File: src/rtl/mips_main_control.sv
// ---------------------------------------------------------------------------
// mips_main_control
//
// Main control decoder for the ID stage of the 5-stage MIPS pipeline.
// The 6-bit opcode is decoded into:
//   - jump and branch, which act directly in ID,
//   - an 8-bit control bundle for the EX/MEM/WB stages (idexControl),
//   - a registered ID/EX copy of that bundle (idex_ctrl_q).
// The hazard unit can hold the registered copy (stall) or replace it
// with a bubble (flush).
//
// Parameters:
//   OPW   opcode width (only 6 is meaningful)
//   CTLW  width of the ID/EX control bundle (8)
//
// Ports:
//   clock        in   system clock, rising edge
//   reset_n      in   asynchronous active-low reset
//   opcode       in   instruction bits [31:26] from IF/ID
//   stall        in   hold idex_ctrl_q
//   flush        in   load a bubble (all zeros) into idex_ctrl_q
//   jump         out  combinational, 1 for j
//   branch       out  combinational, {is_branch, is_bne}
//   idexControl  out  combinational decode of opcode
//   idex_ctrl_q  out  registered ID/EX copy of idexControl
//
// Optional build macro CTRL_ILLEGAL_DET_EN adds:
//   illegal_op   out  combinational, 1 for any opcode not in the table
//   illegal_seen out  sticky flag, set when illegal_op is seen while the
//                     pipeline is not stalled; cleared only by reset_n
//
// idexControl bit map:
//   [7] RegDst  [6] ALUSrc  [5] MemtoReg  [4] RegWrite
//   [3] MemRead [2] MemWrite [1:0] ALUOp (00 add, 01 sub, 10 funct, 11 and)
//
// Downstream branch resolution: taken = branch[1] & (branch[0] ^ eq).
// ---------------------------------------------------------------------------
module mips_main_control #(
   parameter int OPW  = 6,
   parameter int CTLW = 8
) (
   input  logic            clock,
   input  logic            reset_n,
   input  logic [OPW-1:0]  opcode,
   input  logic            stall,
   input  logic            flush,
   output logic            jump,
   output logic [1:0]      branch,
   output logic [CTLW-1:0] idexControl,
`ifdef CTRL_ILLEGAL_DET_EN
   output logic            illegal_op,
   output logic            illegal_seen,
`endif
   output logic [CTLW-1:0] idex_ctrl_q
);

   // Opcodes understood by this decoder.
   localparam logic [OPW-1:0] OP_RTYPE = 6'b000000;
   localparam logic [OPW-1:0] OP_LW    = 6'b100011;
   localparam logic [OPW-1:0] OP_SW    = 6'b101011;
   localparam logic [OPW-1:0] OP_ADDI  = 6'b001000;
   localparam logic [OPW-1:0] OP_ANDI  = 6'b001100;
   localparam logic [OPW-1:0] OP_BEQ   = 6'b000100;
   localparam logic [OPW-1:0] OP_BNE   = 6'b000101;
   localparam logic [OPW-1:0] OP_J     = 6'b000010;

   // ALUOp encodings seen by the ALU control unit.
   localparam logic [1:0] ALU_ADD   = 2'b00;
   localparam logic [1:0] ALU_SUB   = 2'b01;
   localparam logic [1:0] ALU_FUNCT = 2'b10;
   localparam logic [1:0] ALU_AND   = 2'b11;

   // Individual control fields, assembled into the bundle below.
   logic       reg_dst;
   logic       alu_src;
   logic       mem_to_reg;
   logic       reg_write;
   logic       mem_read;
   logic       mem_write;
   logic [1:0] alu_op;
   logic       is_branch;
   logic       is_bne;
   logic       is_jump;
`ifdef CTRL_ILLEGAL_DET_EN
   logic       is_illegal;
`endif

   // Opcode decode. Every field defaults to zero so that any opcode not
   // listed falls through as a nop with no architectural side effects.
   always_comb begin
      reg_dst    = 1'b0;
      alu_src    = 1'b0;
      mem_to_reg = 1'b0;
      reg_write  = 1'b0;
      mem_read   = 1'b0;
      mem_write  = 1'b0;
      alu_op     = ALU_ADD;
      is_branch  = 1'b0;
      is_bne     = 1'b0;
      is_jump    = 1'b0;
`ifdef CTRL_ILLEGAL_DET_EN
      is_illegal = 1'b0;
`endif
      case (opcode)
         OP_RTYPE: begin
            reg_dst   = 1'b1;
            reg_write = 1'b1;
            alu_op    = ALU_FUNCT;
         end
         OP_LW: begin
            alu_src    = 1'b1;
            mem_to_reg = 1'b1;
            reg_write  = 1'b1;
            mem_read   = 1'b1;
            alu_op     = ALU_ADD;
         end
         OP_SW: begin
            alu_src   = 1'b1;
            mem_write = 1'b1;
            alu_op    = ALU_ADD;
         end
         OP_ADDI: begin
            alu_src   = 1'b1;
            reg_write = 1'b1;
            alu_op    = ALU_ADD;
         end
         OP_ANDI: begin
            alu_src   = 1'b1;
            reg_write = 1'b1;
            alu_op    = ALU_AND;
         end
         OP_BEQ: begin
            alu_op    = ALU_SUB;
            is_branch = 1'b1;
         end
         OP_BNE: begin
            alu_op    = ALU_SUB;
            is_branch = 1'b1;
            is_bne    = 1'b1;
         end
         OP_J: begin
            is_jump = 1'b1;
         end
         default: begin
`ifdef CTRL_ILLEGAL_DET_EN
            is_illegal = 1'b1;
`endif
         end
      endcase
   end

   // Pack the bundle in the bit order the EX/MEM/WB stages expect.
   always_comb begin
      idexControl = {reg_dst, alu_src, mem_to_reg, reg_write,
                     mem_read, mem_write, alu_op};
      branch      = {is_branch, is_bne};
      jump        = is_jump;
   end

   // ID/EX control register. Flush outranks stall so that a bubble can
   // always be inserted even while the hazard unit is holding the stage.
   always_ff @(posedge clock or negedge reset_n) begin
      if (!reset_n) begin
         idex_ctrl_q <= '0;
      end else if (flush) begin
         idex_ctrl_q <= '0;
      end else if (!stall) begin
         idex_ctrl_q <= idexControl;
      end
   end

`ifdef CTRL_ILLEGAL_DET_EN
   always_comb begin
      illegal_op = is_illegal;
   end

   // Sticky illegal-opcode flag. A stalled opcode is not yet committed to
   // the pipeline, so it is only recorded once the stage is free to advance.
   always_ff @(posedge clock or negedge reset_n) begin
      if (!reset_n) begin
         illegal_seen <= 1'b0;
      end else if (is_illegal && !stall) begin
         illegal_seen <= 1'b1;
      end
   end
`endif

endmodule

File: config.mk
export PLATFORM = sky130hd
export DESIGN_NAME = mips_main_control
export DESIGN_NICKNAME = d
export VERILOG_FILES = /design/src/rtl/mips_main_control.sv
export SDC_FILE = /design/constraint.sdc
export NUM_CORES = 1
export LEC_CHECK = 0
export ABC_AREA = 1
export CORE_AREA = 2 2 41 43
export CTS_BUF_LIST = sky130_fd_sc_hd__clkbuf_8
export CTS_CLUSTER_SIZE = 16
export DETAILED_ROUTE_END_ITERATION = 8
export DIE_AREA = 0 0 43 45
export PLACE_DENSITY = 0.77
export SYNTH_ARGS = -nofsm -noshare
export SYNTH_HDL_FRONTEND = slang
export SYNTH_SLANG_ARGS = --single-unit
File: constraint.sdc
create_clock -name clock -period 0.9 [get_ports clock]
set_input_delay 0.135 -clock clock [delete_from_list [all_inputs] [get_ports clock]]
set_output_delay 0.135 -clock clock [all_outputs]
set_load 0.005 [all_outputs]
## Word level (Yosys, flattened, before mapping)

Index checks and enable logic that the tools add are counted.

- Flip-flop bits (word level): 8
- Bits of input ports: 10
- Output and inout bits: 19
- Logic and storage cells: 24

- Equal/unequal tests: 8
- Multiplexer cells: 11
- Reduce and logical (&&, ||, !) cells: 4

Operators with widths:

| operator | count |
|---|---|
| two-way mux 8 bit | 2 |
| == test 6 x 3 -> 1 bit, second input constant | 2 |
| == test 6 x 4 -> 1 bit, second input constant | 2 |
| == test 6 bit, second input constant | 2 |
| two-way mux 1 bit | 8 |
| OR reduction 4 bit | 2 |
| == test 6 x 2 -> 1 bit, second input constant | 1 |
| logical NOT 6 bit | 1 |
| one-hot mux 2 bit (3 select lines) | 1 |
| != test 2 x 1 -> 1 bit, second input constant | 1 |
| OR reduction 2 bit | 1 |

## Depth between registers and ports, before layout

- Word-level depth: 5
- Mapped depth: 6
- Gate-level depth less buffers: 6

## Worst setup path after synthesis

No wires, ideal clock.

- Path kind: input port to output port
- From: in opcode[0]
- To: out idexControl[6]
- Arrival time: 607 ps
- Required time: 765 ps
- Slack: 158 ps
- Stages: 4
- Buffers on the path: 1
- Cells stage by stage: nor2_2 nand3_1 nand2_2 buf_4

- Longest elaborated chain between the ends: 3
- Elaborated cells between the ends (all ways): 6
- Classes of those cells: 4 x eq/ne; 1 x mux; 1 x reduce/logical

Ends and longest elaborated chain:

| what | line | RTL |
|---|---|---|
| start: declaration | 44 | `input logic [OPW-1:0] opcode,` |
| == test 6 x 4 -> 1 bit / == test 6 bit (equally long branches) | 104 | `case (opcode)` |
| OR reduction 4 bit (no line) * | - |  |
| two-way mux 1 bit * | 104 |  |
| end: declaration | 49 | `output logic [CTLW-1:0] idexControl,` |

Mark *: on every way between the ends. The rest lies on a longest branch, timed or not.

## Final worst setup path

- From: in opcode[5]
- To: out branch[0]

- Longest elaborated chain between the ends: 2

Ends and longest elaborated chain:

| what | line | RTL |
|---|---|---|
| == test 6 x 3 -> 1 bit | 104 |  |
| two-way mux 1 bit | 104 |  |
| end: declaration | 48 | `output logic [1:0] branch,` |

Every way passes these cells.

==> results.toml <==
[floorplan]
rows = 14
ios = 29
die_x_um = 43
die_area_mm2 = 0.001935
start_util_pct = 37.76
die_h_um = 45
core_mm2 = 0.001471

[sta]
hold_viol_final = 0
worst_slew_pin_slew_ns = 0.3321
rsz0062_at_grt = "yes"
fin_ws_ns = -0.2273
fin_skew_ns = 0
finalSetupViolations = 12
maxSlewViolCount = 0
fmax_mhz = 887.1
period_needed_ns = 1.127
post-route-period-util_pct = 125.3
slew-limit-headroom_pct = 77.79

[clock_network]
cts_tree = "done"
clk_latency_ns = 0.23
cts_buffer_depth = 2
clk_pin_slew_ns = 0.05
htree_levels = 1
ctsHoldBuffers = 0
cts_buffers = 3
clockRootBuffer = "clkbuf_8"
cts.sinks = 7

[detailed_routing]
postRouteAntennaNets = 0
drtIter0Drc = 17
dr.pass1.iters = 4
viasPerCell = 5.046
vias = 767
route.detailed.drc = 0
routedWlPerCell_um = 18.85
wl_um = 2865

[logic_synthesis]
synth_cells = 74
synth_top_family_by_area = "simple AND/OR/NAND/NOR gates"
synth_area_per_cell_um2 = 7.507
synth-compound-area-share_pct = 1.802
muxShareOfSynthArea_pct = 0
synthXorXnorAreaFrac_pct = 0
synth_nets = 84
ys_seq_area_share_pct = 31.53
synthesis.area_um2 = 555.5
post_synth_num_cell_types = 14
yosys.area_share.simple_pct = 45.72
yosys_warnings = 0
ys_seq_elements = 7
synthAdderAreaFrac_pct = 0

[finish]
largest_register = "idex_ctrl_q"
reg.largest.list = "idex_ctrl_q x7"
largest_register_ffs = 7
drive_gt1_share_pct = 69.85
diodes = 0
fin_util_pct = 85.20
layout_commonest_cell = "buf_6"
most-common-layout-cells = "25 x buf_6, 22 x buf_4, 17 x nand2_1"
fin_nets = 147
area_growth_pct = 125.7

[global_routing]
grt_pass1_wl_um = 3808
grt_usage_pct = 28.21
grt_max_degree = 8
antenna_found_initial = 0
first_global_vias = 785
grt_overflow = 0

[setup_path]
start_kind = "input pin"
ff2ff_path_depth = 4
slowest_delay_ns = 0.18
end_kind = "primary output"
crit_buf_inv = 4
path_max_fanout = 4
worst-path-stages = 7
crit_required_ns = 0.76
timing.rr.end = "idex_ctrl_q[5]$_DFFE_PN0P_"
cpLargestDelayFamily = "buffers and inverters"
r2r_slack_ns = 0.03
critPathArrivalTime_ns = 0.99
cpMaxStageDelayCell = "nor2_4"
r2r-start = "idex_ctrl_q[5]$_DFFE_PN0P_"
worstSetupPathType = "in2out"
crit_chain = "buf_8 -> nor2_4 -> buf_6 -> nand3_4 -> buf_6 -> nor2_4 -> buf_2"

[outcome]
violations = "setup timing"
status = "finished, violations left"

[worst_hold_path]
hold_class = "in2async"

[placed_design]
dpl.hpwl_um = 1134
io_buffers = 28
dp_slack_ns = -0.8405
gp_congestion = 0.7688

[power]
leakage_nw = 0.7231
design_power_total_mw = 1.114
powerDensity_mw_per_mm2 = 888.5
peakVddDrop_mv = 1.298

[job]
drv_cap = 0
## report_power, final
part | internal [mW] | total (mW) | switching, mW
Combinational | 0.174 | 0.332 | 0.157
Sequential | 0.319 | 0.321 | 0.00206
Clock | 0.297 | 0.461 | 0.164
## kinds of logic after synthesis
| family | Yosys count |
|---|---|
| AO/OA/AOI/OAI | 2 |
| buffers and inverters | 22 |
| AND/OR/NAND/NOR | 43 |
| flip-flops | 7 |
## per-layer routing
metal	global-route usage, %	wire [um]	share of wire [%]	up-vias
met5	0	0	0	-
met4	9.697	92	3.2	0
met1	31.68	1024	36	376
met3	6.800	190	6.6	10
li1	-	-	-	338
met2	52.42	1557	54	43
## Yosys cell counts, drive strengths merged
| library cell | number | share of area, % |
|---|---|---|
| nand2 | 24 | 18 |
| inv | 13 | 8.8 |
| buf | 9 | 12 |
| nand3 | 9 | 14 |
| nor2 | 8 | 12 |
| dfrtp | 7 | 32 |
| nor3 | 2 | 1.8 |
| o21ai | 2 | 1.8 |
## how the worst max path moves through the flow
stage,from,end
2_1_floorplan,opcode[0],idexControl[6]
3_3_place_gp,opcode[2],jump
3_5_place_dp,opcode[4],idexControl[1]
4_1_cts,opcode[4],branch[0]
5_1_grt,opcode[5],branch[0]
6_report,opcode[5],branch[0]
## cell type report
cell class	count	area, um^2
flip-flops and latches	7	175.2
clock inverters	1	3.754
inverters	13	48.80
repair buffers	67	616.8
clock buffers	3	41.29
well taps	16	20.02
fillers	88	217.7
multi-input cells	45	347.8
## per-stage QoR
stage          instances  setup TNS [ns]  area [um^2]  hold slack (ns)
4_1_cts              149         -0.4921         1160           0.1607
6_report             152          -1.367         1254           0.1588
3_5_place_dp         126          -12.63        915.9           0.4139
2_1_floorplan         74               0        555.5          -0.1606
3_3_place_gp         126          -12.06        915.9           0.4070
5_1_grt              152          -1.669         1254           0.1717
## repair_timing
action / 4_1_cts / 5_1_grt
resized for setup: 138 / 20
setup endpoints to repair: 26 / 21
buffers inserted: 19 / 4
pin swaps: 15 / 11
Note: power is estimated with default switching activity, not from simulation.
